$ cat config.mk
export PLATFORM = sky130hd
export DESIGN_NAME = itlb
export DESIGN_NICKNAME = d
export VERILOG_FILES = /design/src/rtl/system_types_pkg.sv /design/src/rtl/plru_4way.sv /design/src/rtl/itlb.sv
export SDC_FILE = /design/constraint.sdc
export NUM_CORES = 2
export LEC_CHECK = 0
export CORE_MARGIN = 10
export CORE_UTILIZATION = 55
export DETAILED_ROUTE_END_ITERATION = 8
export GPL_TIMING_DRIVEN = 0
export HOLD_SLACK_MARGIN = 0.08
export PLACE_DENSITY = 0.71
export SETUP_SLACK_MARGIN = 0.02
export SYNTH_ARGS = -nofsm -noshare
export SYNTH_HDL_FRONTEND = slang
export SYNTH_SLANG_ARGS = --single-unit
$ cat constraint.sdc
create_clock -name CLK -period 3.6 [get_ports CLK]
set_input_delay 0.72 -clock CLK [delete_from_list [all_inputs] [get_ports CLK]]
set_output_delay 0.72 -clock CLK [all_outputs]
set_load 0.01 [all_outputs]
$ cat src/rtl/system_types_pkg.sv
// Shared types for the instruction-side translation path: Sv32 PTE layout,
// ITLB sizing, entry formats and the miss-handler state encoding.
package system_types_pkg;

  localparam int unsigned ITLB_4KBPAGE_ENTRIES = 16;
  localparam int unsigned ITLB_4KBPAGE_ASSOC   = 4;
  localparam int unsigned ITLB_4KBPAGE_SETS    = ITLB_4KBPAGE_ENTRIES / ITLB_4KBPAGE_ASSOC;
  localparam int unsigned ITLB_4MBPAGE_ENTRIES = 4;
  localparam int unsigned ITLB_4MBPAGE_ASSOC   = 2;
  localparam int unsigned ITLB_4MBPAGE_SETS    = ITLB_4MBPAGE_ENTRIES / ITLB_4MBPAGE_ASSOC;

  // Bit position of G inside the {D,A,G,U,X,W,R,V} permission byte
  localparam int unsigned PERM_G = 5;

  typedef struct packed {
    logic [11:0] ppn1;
    logic [9:0]  ppn0;
    logic [1:0]  rsw;
    logic        d;
    logic        a;
    logic        g;
    logic        u;
    logic        x;
    logic        w;
    logic        r;
    logic        v;
  } pte_t;

  typedef struct packed {
    logic        valid;
    logic [17:0] tag;
    logic [8:0]  asid;
    logic [11:0] ppn1;
    logic [9:0]  ppn0;
    logic [7:0]  perms;
  } itlb_4kb_entry_t;

  typedef struct packed {
    logic        valid;
    logic [8:0]  tag;
    logic [8:0]  asid;
    logic [11:0] ppn1;
    logic [9:0]  ppn0;
    logic [7:0]  perms;
  } itlb_4mb_entry_t;

  typedef enum logic [1:0] {
    IDLE,
    REQ,
    WAIT
  } itlb_miss_state_t;

endpackage

$ cat src/rtl/plru_4way.sv
// Tree pseudo-LRU for one 4-way set. Bit 0 picks the pair, bits 1/2 pick the
// way inside the lower/upper pair; every bit points at the next victim.
module plru_4way (
  input  logic       i_clk,
  input  logic       i_rst_n,
  input  logic       i_update,
  input  logic [1:0] i_way,
  output logic [1:0] o_victim
);

  logic [2:0] r_tree;

  always_ff @(posedge i_clk or negedge i_rst_n) begin
    if (!i_rst_n) begin
      r_tree <= '0;
    end else if (i_update) begin
      r_tree[0] <= ~i_way[1];
      if (i_way[1]) r_tree[2] <= ~i_way[0];
      else          r_tree[1] <= ~i_way[0];
    end
  end

  always_comb begin
    o_victim = r_tree[0] ? {1'b1, r_tree[2]} : {1'b0, r_tree[1]};
  end

endmodule

$ cat src/rtl/itlb.sv
// Instruction TLB: parallel 4KB (4x4) and 4MB (2x2) arrays, registered lookup
// response, single outstanding L2 TLB miss, and filtered sfence invalidation.
module itlb
  import system_types_pkg::*;
(
  input  logic        CLK,
  input  logic        nRST,
  input  logic        core_req_valid,
  input  logic [8:0]  core_req_ASID,
  input  logic [19:0] core_req_VPN,
  output logic        core_resp_valid,
  output logic        core_resp_hit,
  output logic [21:0] core_resp_PPN,
  output logic        core_resp_superpage,
  output logic [7:0]  core_resp_perms,
  output logic        l2_req_valid,
  input  logic        l2_req_ready,
  output logic [8:0]  l2_req_ASID,
  output logic [19:0] l2_req_VPN,
  input  logic        l2_resp_valid,
  input  logic [8:0]  l2_resp_ASID,
  input  logic [19:0] l2_resp_VPN,
  input  logic [31:0] l2_resp_pte,
  input  logic        l2_resp_superpage,
  input  logic        sfence_valid,
  input  logic        sfence_inv_ASID_en,
  input  logic [8:0]  sfence_ASID,
  input  logic        sfence_inv_VA_en,
  input  logic [19:0] sfence_VPN
);

  localparam int unsigned S4K = ITLB_4KBPAGE_SETS;
  localparam int unsigned W4K = ITLB_4KBPAGE_ASSOC;
  localparam int unsigned S4M = ITLB_4MBPAGE_SETS;
  localparam int unsigned W4M = ITLB_4MBPAGE_ASSOC;

  itlb_4kb_entry_t  r_e4k [S4K][W4K];
  itlb_4mb_entry_t  r_e4m [S4M][W4M];
  logic [S4M-1:0]   r_plru4m;
  itlb_miss_state_t r_state;
  logic             r_flush_pending;
  logic [8:0]       r_miss_asid;
  logic [19:0]      r_miss_vpn;
  logic             r_resp_valid;
  logic             r_resp_hit;
  logic [21:0]      r_resp_ppn;
  logic             r_resp_sp;
  logic [7:0]       r_resp_perms;

  logic [1:0]       w_lk_set4k;
  logic             w_lk_set4m;
  logic             w_hit4k;
  logic             w_hit4m;
  logic [1:0]       w_hit4k_way;
  logic             w_hit4m_way;

  pte_t             w_pte;
  logic             w_unused;
  logic [1:0]       w_fill_set4k;
  logic             w_fill_set4m;
  logic             w_fill;
  logic             w_fill4k;
  logic             w_fill4m;
  logic [1:0]       w_fill4k_way;
  logic             w_fill4m_way;
  logic             w_inv_found4k;
  logic             w_inv_found4m;
  itlb_4kb_entry_t  w_new4k;
  itlb_4mb_entry_t  w_new4m;

  logic [S4K-1:0]   w_upd4k;
  logic [1:0]       w_updway4k [S4K];
  logic [1:0]       w_victim4k [S4K];

  assign w_lk_set4k   = core_req_VPN[1:0];
  assign w_lk_set4m   = core_req_VPN[10];
  assign w_pte        = pte_t'(l2_resp_pte);
  assign w_unused     = ^w_pte.rsw;
  assign w_fill_set4k = l2_resp_VPN[1:0];
  assign w_fill_set4m = l2_resp_VPN[10];

  // Lookup: lowest matching way wins within each array
  always_comb begin
    w_hit4k     = 1'b0;
    w_hit4k_way = '0;
    for (int unsigned w = 0; w < W4K; w++) begin
      if (!w_hit4k && r_e4k[w_lk_set4k][w].valid &&
          r_e4k[w_lk_set4k][w].tag == core_req_VPN[19:2] &&
          (r_e4k[w_lk_set4k][w].perms[PERM_G] || r_e4k[w_lk_set4k][w].asid == core_req_ASID)) begin
        w_hit4k     = 1'b1;
        w_hit4k_way = 2'(w);
      end
    end
    w_hit4m     = 1'b0;
    w_hit4m_way = '0;
    for (int unsigned w = 0; w < W4M; w++) begin
      if (!w_hit4m && r_e4m[w_lk_set4m][w].valid &&
          r_e4m[w_lk_set4m][w].tag == core_req_VPN[19:11] &&
          (r_e4m[w_lk_set4m][w].perms[PERM_G] || r_e4m[w_lk_set4m][w].asid == core_req_ASID)) begin
        w_hit4m     = 1'b1;
        w_hit4m_way = 1'(w);
      end
    end
  end

  // A same-cycle sfence or an earlier sfence during the miss makes the fill stale
  assign w_fill   = (r_state == WAIT) && l2_resp_valid && w_pte.v &&
                    !r_flush_pending && !sfence_valid;
  assign w_fill4k = w_fill && !l2_resp_superpage;
  assign w_fill4m = w_fill && l2_resp_superpage;

  always_comb begin
    w_fill4k_way  = w_victim4k[w_fill_set4k];
    w_inv_found4k = 1'b0;
    for (int unsigned w = 0; w < W4K; w++) begin
      if (!w_inv_found4k && !r_e4k[w_fill_set4k][w].valid) begin
        w_inv_found4k = 1'b1;
        w_fill4k_way  = 2'(w);
      end
    end
    w_fill4m_way  = r_plru4m[w_fill_set4m];
    w_inv_found4m = 1'b0;
    for (int unsigned w = 0; w < W4M; w++) begin
      if (!w_inv_found4m && !r_e4m[w_fill_set4m][w].valid) begin
        w_inv_found4m = 1'b1;
        w_fill4m_way  = 1'(w);
      end
    end
  end

  always_comb begin
    w_new4k = '{valid: 1'b1, tag: l2_resp_VPN[19:2], asid: l2_resp_ASID,
                ppn1: w_pte.ppn1, ppn0: w_pte.ppn0, perms: l2_resp_pte[7:0]};
    w_new4m = '{valid: 1'b1, tag: l2_resp_VPN[19:11], asid: l2_resp_ASID,
                ppn1: w_pte.ppn1, ppn0: w_pte.ppn0, perms: l2_resp_pte[7:0]};
  end

  function automatic logic sf_match4k(input itlb_4kb_entry_t e, input logic [1:0] s);
    sf_match4k = e.valid &&
                 (!sfence_inv_ASID_en || (!e.perms[PERM_G] && e.asid == sfence_ASID)) &&
                 (!sfence_inv_VA_en || (s == sfence_VPN[1:0] && e.tag == sfence_VPN[19:2]));
  endfunction

  function automatic logic sf_match4m(input itlb_4mb_entry_t e, input logic s);
    sf_match4m = e.valid &&
                 (!sfence_inv_ASID_en || (!e.perms[PERM_G] && e.asid == sfence_ASID)) &&
                 (!sfence_inv_VA_en || (s == sfence_VPN[10] && e.tag == sfence_VPN[19:11]));
  endfunction

  always_ff @(posedge CLK or negedge nRST) begin
    if (!nRST) begin
      for (int unsigned s = 0; s < S4K; s++)
        for (int unsigned w = 0; w < W4K; w++)
          r_e4k[s][w] <= '0;
      for (int unsigned s = 0; s < S4M; s++)
        for (int unsigned w = 0; w < W4M; w++)
          r_e4m[s][w] <= '0;
    end else begin
      for (int unsigned s = 0; s < S4K; s++)
        for (int unsigned w = 0; w < W4K; w++)
          if (sfence_valid && sf_match4k(r_e4k[s][w], 2'(s)))
            r_e4k[s][w].valid <= 1'b0;
          else if (w_fill4k && w_fill_set4k == 2'(s) && w_fill4k_way == 2'(w))
            r_e4k[s][w] <= w_new4k;
      for (int unsigned s = 0; s < S4M; s++)
        for (int unsigned w = 0; w < W4M; w++)
          if (sfence_valid && sf_match4m(r_e4m[s][w], 1'(s)))
            r_e4m[s][w].valid <= 1'b0;
          else if (w_fill4m && w_fill_set4m == 1'(s) && w_fill4m_way == 1'(w))
            r_e4m[s][w] <= w_new4m;
    end
  end

  // Fill and hit may touch the same set in one cycle; the fill owns the update
  always_comb begin
    w_upd4k = '0;
    for (int unsigned s = 0; s < S4K; s++) begin
      w_updway4k[s] = w_hit4k_way;
      if (w_fill4k && w_fill_set4k == 2'(s)) begin
        w_upd4k[s]    = 1'b1;
        w_updway4k[s] = w_fill4k_way;
      end else if (core_req_valid && w_hit4k && w_lk_set4k == 2'(s)) begin
        w_upd4k[s]    = 1'b1;
      end
    end
  end

  for (genvar g = 0; g < S4K; g++) begin : g_plru4k
    plru_4way u_plru (
      .i_clk    (CLK),
      .i_rst_n  (nRST),
      .i_update (w_upd4k[g]),
      .i_way    (w_updway4k[g]),
      .o_victim (w_victim4k[g])
    );
  end

  always_ff @(posedge CLK or negedge nRST) begin
    if (!nRST) begin
      r_plru4m <= '0;
    end else begin
      for (int unsigned s = 0; s < S4M; s++)
        if (w_fill4m && w_fill_set4m == 1'(s))
          r_plru4m[s] <= ~w_fill4m_way;
        else if (core_req_valid && w_hit4m && w_lk_set4m == 1'(s))
          r_plru4m[s] <= ~w_hit4m_way;
    end
  end

  always_ff @(posedge CLK or negedge nRST) begin
    if (!nRST) begin
      r_resp_valid <= 1'b0;
      r_resp_hit   <= 1'b0;
      r_resp_sp    <= 1'b0;
      r_resp_ppn   <= '0;
      r_resp_perms <= '0;
    end else begin
      r_resp_valid <= core_req_valid;
      r_resp_hit   <= core_req_valid && (w_hit4k || w_hit4m);
      r_resp_sp    <= core_req_valid && !w_hit4k && w_hit4m;
      if (core_req_valid && w_hit4k) begin
        r_resp_ppn   <= {r_e4k[w_lk_set4k][w_hit4k_way].ppn1, r_e4k[w_lk_set4k][w_hit4k_way].ppn0};
        r_resp_perms <= r_e4k[w_lk_set4k][w_hit4k_way].perms;
      end else if (core_req_valid && w_hit4m) begin
        r_resp_ppn   <= {r_e4m[w_lk_set4m][w_hit4m_way].ppn1, core_req_VPN[9:0]};
        r_resp_perms <= r_e4m[w_lk_set4m][w_hit4m_way].perms;
      end else begin
        r_resp_ppn   <= '0;
        r_resp_perms <= '0;
      end
    end
  end

  always_ff @(posedge CLK or negedge nRST) begin
    if (!nRST) begin
      r_state         <= IDLE;
      r_flush_pending <= 1'b0;
      r_miss_asid     <= '0;
      r_miss_vpn      <= '0;
    end else begin
      case (r_state)
        IDLE: begin
          if (core_req_valid && !w_hit4k && !w_hit4m) begin
            r_miss_asid <= core_req_ASID;
            r_miss_vpn  <= core_req_VPN;
            r_state     <= REQ;
          end
        end
        REQ: begin
          if (sfence_valid) r_flush_pending <= 1'b1;
          if (l2_req_ready) r_state <= WAIT;
        end
        WAIT: begin
          if (l2_resp_valid) begin
            r_state         <= IDLE;
            r_flush_pending <= 1'b0;
          end else if (sfence_valid) begin
            r_flush_pending <= 1'b1;
          end
        end
        default: r_state <= IDLE;
      endcase
    end
  end

  assign core_resp_valid     = r_resp_valid;
  assign core_resp_hit       = r_resp_hit;
  assign core_resp_PPN       = r_resp_ppn;
  assign core_resp_superpage = r_resp_sp;
  assign core_resp_perms     = r_resp_perms;
  assign l2_req_valid        = (r_state == REQ);
  assign l2_req_ASID         = r_miss_asid;
  assign l2_req_VPN          = r_miss_vpn;

endmodule
==> Yosys cells after proc, flatten, opt, wreduce, memory -nomap -nowiden <==
Cells that the tools add are included.
{ "classes": {"order_cmp": 7, "reduce_logical": 306, "n_mux": 113, "bitwise": 39, "n_eq_ne": 69} }
{ "op_table": {"columns": ["operator", "n"], "rows": [
  ["$bmux 232 s2", 2],
  ["$mux 232", 4],
  ["$mux 58", 16],
  ["$mux 98", 6],
  ["$eq 18x18->1", 20],
  ["$eq 9x9->1", 32],
  ["$mux 49", 4],
  ["$logic_and 1x1->1", 164],
  ["$mux 30", 5],
  ["$bmux 58 s2", 1],
  ["$reduce_and 2->1", 29],
  ["$mux 1", 49],
  ["$logic_or 1x1->1", 47],
  ["$reduce_bool 2->1", 23],
  ["$mux 22", 2],
  ["$mux 2", 19],
  ["$logic_not 1->1", 37],
  ["$not 1->1", 33],
  ["$mux 8", 2],
  ["$eq 2x2->1 const B", 7],
  ["$logic_not 2->1", 5],
  ["$ge 3x3->1 const B", 3],
  ["$not 2->3", 3],
  ["$eq 2x1->1 const B", 4],
  ["other kinds (11)", 17]
]} }
{ "totals": {"reg_bits": 1203, "output_inout_bits": 63, "word_cells": 677} }

==> Longest topological paths before layout <==
{ "logic_depth": {"ltp_word": 28, "ltp_mapped": 16, "ltp_nobuf": 10} }

==> Modules after synthesis <==
Synthesis repeated with hierarchy kept, for this count alone.
{ "hier_totals": {"hier_cells": 4272, "area_unflattened_um2": 58960.3} }
{ "by_module_without_submodules": {"columns": ["module", "n_inst", "area_each_um2", "cells_each"], "rows": [
  ["itlb", 1, 58409.8, 4216],
  ["plru_4way", 4, 137.6, 14]
]} }

==> Worst setup path before layout <==
OpenSTA, ideal clock, no wires.
{ "synth_path": {"path_type": "input to register", "from": "in core_req_VPN[0]", "to": "reg r_miss_asid[0], in the netlist l2_req_ASID[0]", "setup_ns": 0.125, "path_stages": 14, "arrival_ns": 3.459, "slack_ns": 0.016, "required_time_ns": 3.475, "cell_sequence": "buf_6 buf_12 buf_8 buf_4 mux4_2 xnor2_1 a41o_1 nand4_1 nand2_1 nor4_2 and2_4 buf_6 buf_6 mux2_4"} }
{ "synth_between": {"elab_chain_cells": 27, "elab_cells_between_ends": 38} }
{ "synth_lines": {"columns": ["item", "line_no", "text"], "rows": [
  ["start, declared", "itlb.sv:10", "input logic [19:0] core_req_VPN,"],
  ["$not 2->3 (implied by the code) *", "itlb.sv:87, itlb.sv:88, itlb.sv:89", null],
  ["$bmux 232 s2 *", "itlb.sv:87, itlb.sv:88, itlb.sv:89", null],
  ["$mux 232 (implied by the code) * (2 in series)", "itlb.sv:87", "if (!w_hit4k && r_e4k[w_lk_set4k][w].valid &&"],
  ["$eq 18x18->1 or $eq 9x9->1 (tied branches)", "itlb.sv:88, itlb.sv:89", null],
  ["$logic_and 1x1->1 or $logic_or 1x1->1 (tied branches)", "itlb.sv:87, itlb.sv:89", null],
  ["$logic_and 1x1->1", "itlb.sv:88", "r_e4k[w_lk_set4k][w].tag == core_req_VPN[19:2] &&"],
  ["$mux 1", "itlb.sv:87", null],
  ["$logic_not 1->1", "itlb.sv:87", null],
  ["[8 not listed]", null, null],
  ["$mux 1", "itlb.sv:87", null],
  ["$logic_not 1->1", "itlb.sv:87", null],
  ["$logic_and 1x1->1 (2 in series)", "itlb.sv:87", null],
  ["$logic_and 1x1->1", "itlb.sv:88", null],
  ["$mux 1 *", "itlb.sv:87", null],
  ["$logic_not 1->1 *", "itlb.sv:243", "if (core_req_valid && !w_hit4k && !w_hit4m) begin"],
  ["$logic_and 1x1->1 * (2 in series)", "itlb.sv:243", null],
  ["$reduce_and 2->1 (no source line) *", null, null],
  ["end signal, assigned", "itlb.sv:244", "r_miss_asid <= core_req_ASID;"],
  ["end, declared", "itlb.sv:42", "logic [8:0] r_miss_asid;"]
]} }
Every way passes the cells marked *; elsewhere a longest branch is shown, timed or not. The select of a mux whose other input is x is not followed.
A chain may end at the register's enable or synchronous reset.

==> Final worst setup path <==
{ "layout_path": {"from": "in sfence_VPN[11]", "to": "reg r_e4k[463] in the netlist's numbering"} }
{ "layout_between": {"elab_chain_cells": 6, "elab_cells_between_ends": 7} }
{ "layout_lines": {"columns": ["item", "line_no", "text"], "rows": [
  ["start, declared", "itlb.sv:29", "input logic [19:0] sfence_VPN"],
  ["$eq 18x18->1 *", "itlb.sv:141", "(!sfence_inv_VA_en || (s == sfence_VPN[1:0] && e.tag == sfence_VPN[19:2]));"],
  ["$logic_and 1x1->1 *", "itlb.sv:141", null],
  ["$logic_or 1x1->1 *", "itlb.sv:141", null],
  ["$logic_and 1x1->1 *", "itlb.sv:140", "(!sfence_inv_ASID_en || (!e.perms[PERM_G] && e.asid == sfence_ASID)) &&"],
  ["$logic_and 1x1->1 *", "itlb.sv:161", "if (sfence_valid && sf_match4k(r_e4k[s][w], 2'(s)))"],
  ["$mux 1 or $reduce_bool 2->1 (tied branches)", null, null],
  ["end signal, assigned by index", "itlb.sv:164", "r_e4k[s][w] <= w_new4k;"],
  ["end, declared", "itlb.sv:37", "itlb_4kb_entry_t r_e4k [S4K][W4K];"]
]} }
Every way passes the cells marked *; elsewhere a longest branch is shown, timed or not.

==> flow_summary.yaml <==
clocking:
  clk_latency_ps: 770
  cts_sinks: 1163
  cts-root-buf: "clkbuf_16"
  cts.clk_slew.worst_paths_ps: 60
  cts-buffers-inserted: 131
  cts_tree: "yes"
  cts_buffer_depth: 3
  htreeDepth: 4
timing:
  tightest_slew_ps: 1440
  skew_ps: 32.7
  fmax_mhz: 274
  rsz0062_at_grt: "true"
  fin_crit_sh: 1.01
  relSlewSlack: 0.0422
  setup_slack_ps: -51.1
  period_needed_ps: 3650
  final_hold_viol_count: 0
  slew_viol_final: 0
  setup_viol: 18
cells_and_area:
  fin_nets: 4807
  fin_util: 0.641
  area_delta_synth_final_pct: 15.3
  seq_area_mm2: 0.0291
  final_area_mm2: 0.0689
  drive_gt1_frac: 0.385
  layoutNonFillerInstCount: 6188
  fillers: 8217
  multi_input_area_mm2: 0.0293
logic_synthesis:
  synthArstFlopShare: 1.00
  synth-edff-count: 0
  synth_area_leader_cell: "dfrtp_1"
  syn-num-nets: 4523
  synth_xor_area_frac: 0.0938
  synth_warnings: 0
  synth_simple_gate_area_frac: 0.0490
  muxShareOfSynthArea: 0.309
  synth_flop_cell: "dfrtp_1"
  synth_area_leaders: "dfrtp_1 (49%), mux2_2 (20%), mux4_2 (9.2%)"
  yosys.area_share.adder: 0.000628
  yosysUniqueCellTypes: 71
  yosysMostFrequentCell: "dfrtp_1"
  syn_inst: 4392
  synth_top_family_by_area: "multiplexers"
  ys_ff_latch: 1163
  yosys.area.top_type_share: 0.487
  synth_area_per_cell_um2: 13.6
  synth_area_mm2: 0.0597
  ys_top_cells_by_count: "dfrtp_1 (1163), mux2_2 (1051), xnor2_1 (351)"
  seq_area_frac_synth: 0.487
  synth-compound-area-share: 0.0306
floorplan:
  io_pins: 191
  die_w_um: 350
  coreArea_mm2: 0.108
  die_y_um: 350
  dieArea_mm2: 0.122
  initial_core_util: 0.556
  core.rowCount: 120
min_path:
  min_path_type: "register to register"
drt:
  final_antenna_net_count: 0
  vias: 41500
  viasPerCell: 6.71
  drt-total-wl_um: 225000
  first_pass_iters: 8
  drt_iter0_drc: 5202
  drc: 0
  wl_per_cell_um: 36.4
pwr:
  ir_worst_vdd_mv: 0.465
  design_power_total_w: 0.0318
  p_per_area_mw_per_mm2: 462
  leakage_nw: 32.6
global_route:
  grt_max_degree: 184
  gr-total-overflow: 0
  first_global_vias: 42400
  grt_pass1_wl_um: 319000
  antenna_found_initial: 4
  grt_usage: 0.367
setup_path:
  cpMaxStageDelayCell: "o41ai_1"
  start_kind: "primary input"
  cp_common_cell: "clkdlybuf4s15_2"
  critPathKind: "primary input to register"
  cpPeakStageDelay_ps: 700
  cp.required_ps: 4220
  endpoint_kind: "register"
  crit_arrival_ps: 4270
  crit_fanout: 10
  path_cells: "clkdlybuf4s50_1 -> clkdlybuf4s15_2 -> clkdlybuf4s15_2 -> xor2_1 -> nor4_1 -> nand4_1 -> o41ai_1 -> nand3_1 -> nand2_1 -> o21ai_0"
place:
  pre_cts_ws_ps: -2880
  placed_area_mm2: 0.0628
  io_buffers: 104
  dp.cells: 5908
  place_hpwl_um: 160000
  globalplace.congestion: 0.990
outcome:
  outcome: "finished, violations left"
  violations: "negative setup slack"
run:
  timing.max_cap.violations: 0
==> report_power, final <==
| part | total, W | internal [W] | switching [W] |
|---|---|---|---|
| registers | 0.0139 | 0.0135 | 0.000332 |
| logic | 0.00353 | 0.00147 | 0.00207 |
| clock network | 0.0144 | 0.00863 | 0.00582 |
==> layer usage <==
layer | vias up | wire length (um) | global-route usage
li1 | 16500 | - | -
met1 | 21800 | 86100 | 0.472
met2 | 2453 | 99000 | 0.546
met3 | 726 | 23900 | 0.107
met4 | 4 | 16200 | 0.222
met5 | - | 27 | 0
==> worst paths after layout <==
path                                start    endpoint  slack [ps]  cells past startpoint
setup / recovery           sfence_VPN[11]  r_e4k[463]         -50                     10
hold / removal                 r_e4k[812]  r_e4k[812]         470                      1
setup reg to reg               r_e4k[521]  r_e4k[169]          40                      8
hold reg to reg                r_e4k[812]  r_e4k[812]         470                      1
max in group asynchronous            nRST  r_e4k[787]         440                      5
min in group asynchronous            nRST  r_e4k[621]         500                      2
==> logic make-up (layout without fill, tap and decap cells) <==
| logic type | after synthesis | after routing |
|---|---|---|
| muxes | 1401 | 1401 |
| xor gates and xnor gates | 640 | 640 |
| other | 0 | 2 |
| and+or+nand+nor | 519 | 519 |
| adders and majority gates | 3 | 3 |
| DFF | 1163 | 1163 |
| AOI/OAI and AO/OA | 252 | 252 |
| buffers and inverters | 414 | 805 |
==> cells in the final DEF, fill, tap and decap left out, types with 33 or more instances in the layout <==
master / Yosys / final
dfrtp_1: 1163 / 1163
mux2_2: 1051 / 1051
xnor2_1: 351 / 337
xor2_1: 289 / 288
mux4_2: 245 / 245
clkbuf_1: 278 / 203
clkbuf_16: 0 / 135
nand2_1: 106 / 103
clkdlybuf4s50_1: 0 / 103
nand4_1: 93 / 93
clkbuf_2: 0 / 69
mux2i_1: 73 / 65
buf_4: 10 / 61
nor4_1: 65 / 58
nand2b_1: 58 / 58
a21oi_1: 44 / 42
nor2_1: 37 / 36
nand3_1: 37 / 36
o41ai_1: 38 / 35
a31oi_1: 35 / 34
o211ai_1: 33 / 33
==> layout make-up <==
cell class,count,area share
Multi-Input combinational cell,2815,0.425
Sequential cell,1163,0.423
Clock buffer,180,0.0550
Buffer,400,0.0346
Tap cell,1403,0.0255
Timing Repair Buffer,154,0.0243
Clock inverter,60,0.0119
Inverter,11,0.000600
Antenna cell,2,0.0000727
==> per-stage QoR <==
step                      setup TNS, ps  hold slack (ps)
final                              -442              465
after global routing               -113              475
after CTS                             0              465
after detailed placement       -1221050              448
after global placement                -              444
after floorplan                       0              424
==> repair_timing <==
| item | in CTS | in global routing |
|---|---|---|
| endpoints found under the setup margin | 729 | 373 |
| gates cloned | 0 | 0 |
| hold buffers | 1 | 0 |
| buffers inserted | 32 | 7 |
| endpoints found under the hold margin | 82 | 0 |
| pin swaps | 8 | 13 |
| resized for setup | 279 | 152 |
==> flip-flops by register name, summed over array words and instances, names as in the netlist <==
signal / count
r_e4k: 928
r_e4m: 156
core_resp_PPN: 22
l2_req_VPN: 20
g_plru4k.u_plru.r_tree: 12
l2_req_ASID: 9
core_resp_perms: 8
r_plru4m: 2
r_state: 2
core_resp_hit: 1
core_resp_superpage: 1
core_resp_valid: 1
r_flush_pending: 1
==> critical path, delay by kind of cell <==
family	cells	cell delay (ps)
buffers and inverters	3	1760
AOI/OAI and AO/OA	2	790
and+or+nand+nor	4	840
xor gates and xnor gates	1	160
Note: power is estimated with default switching activity, not from simulation.
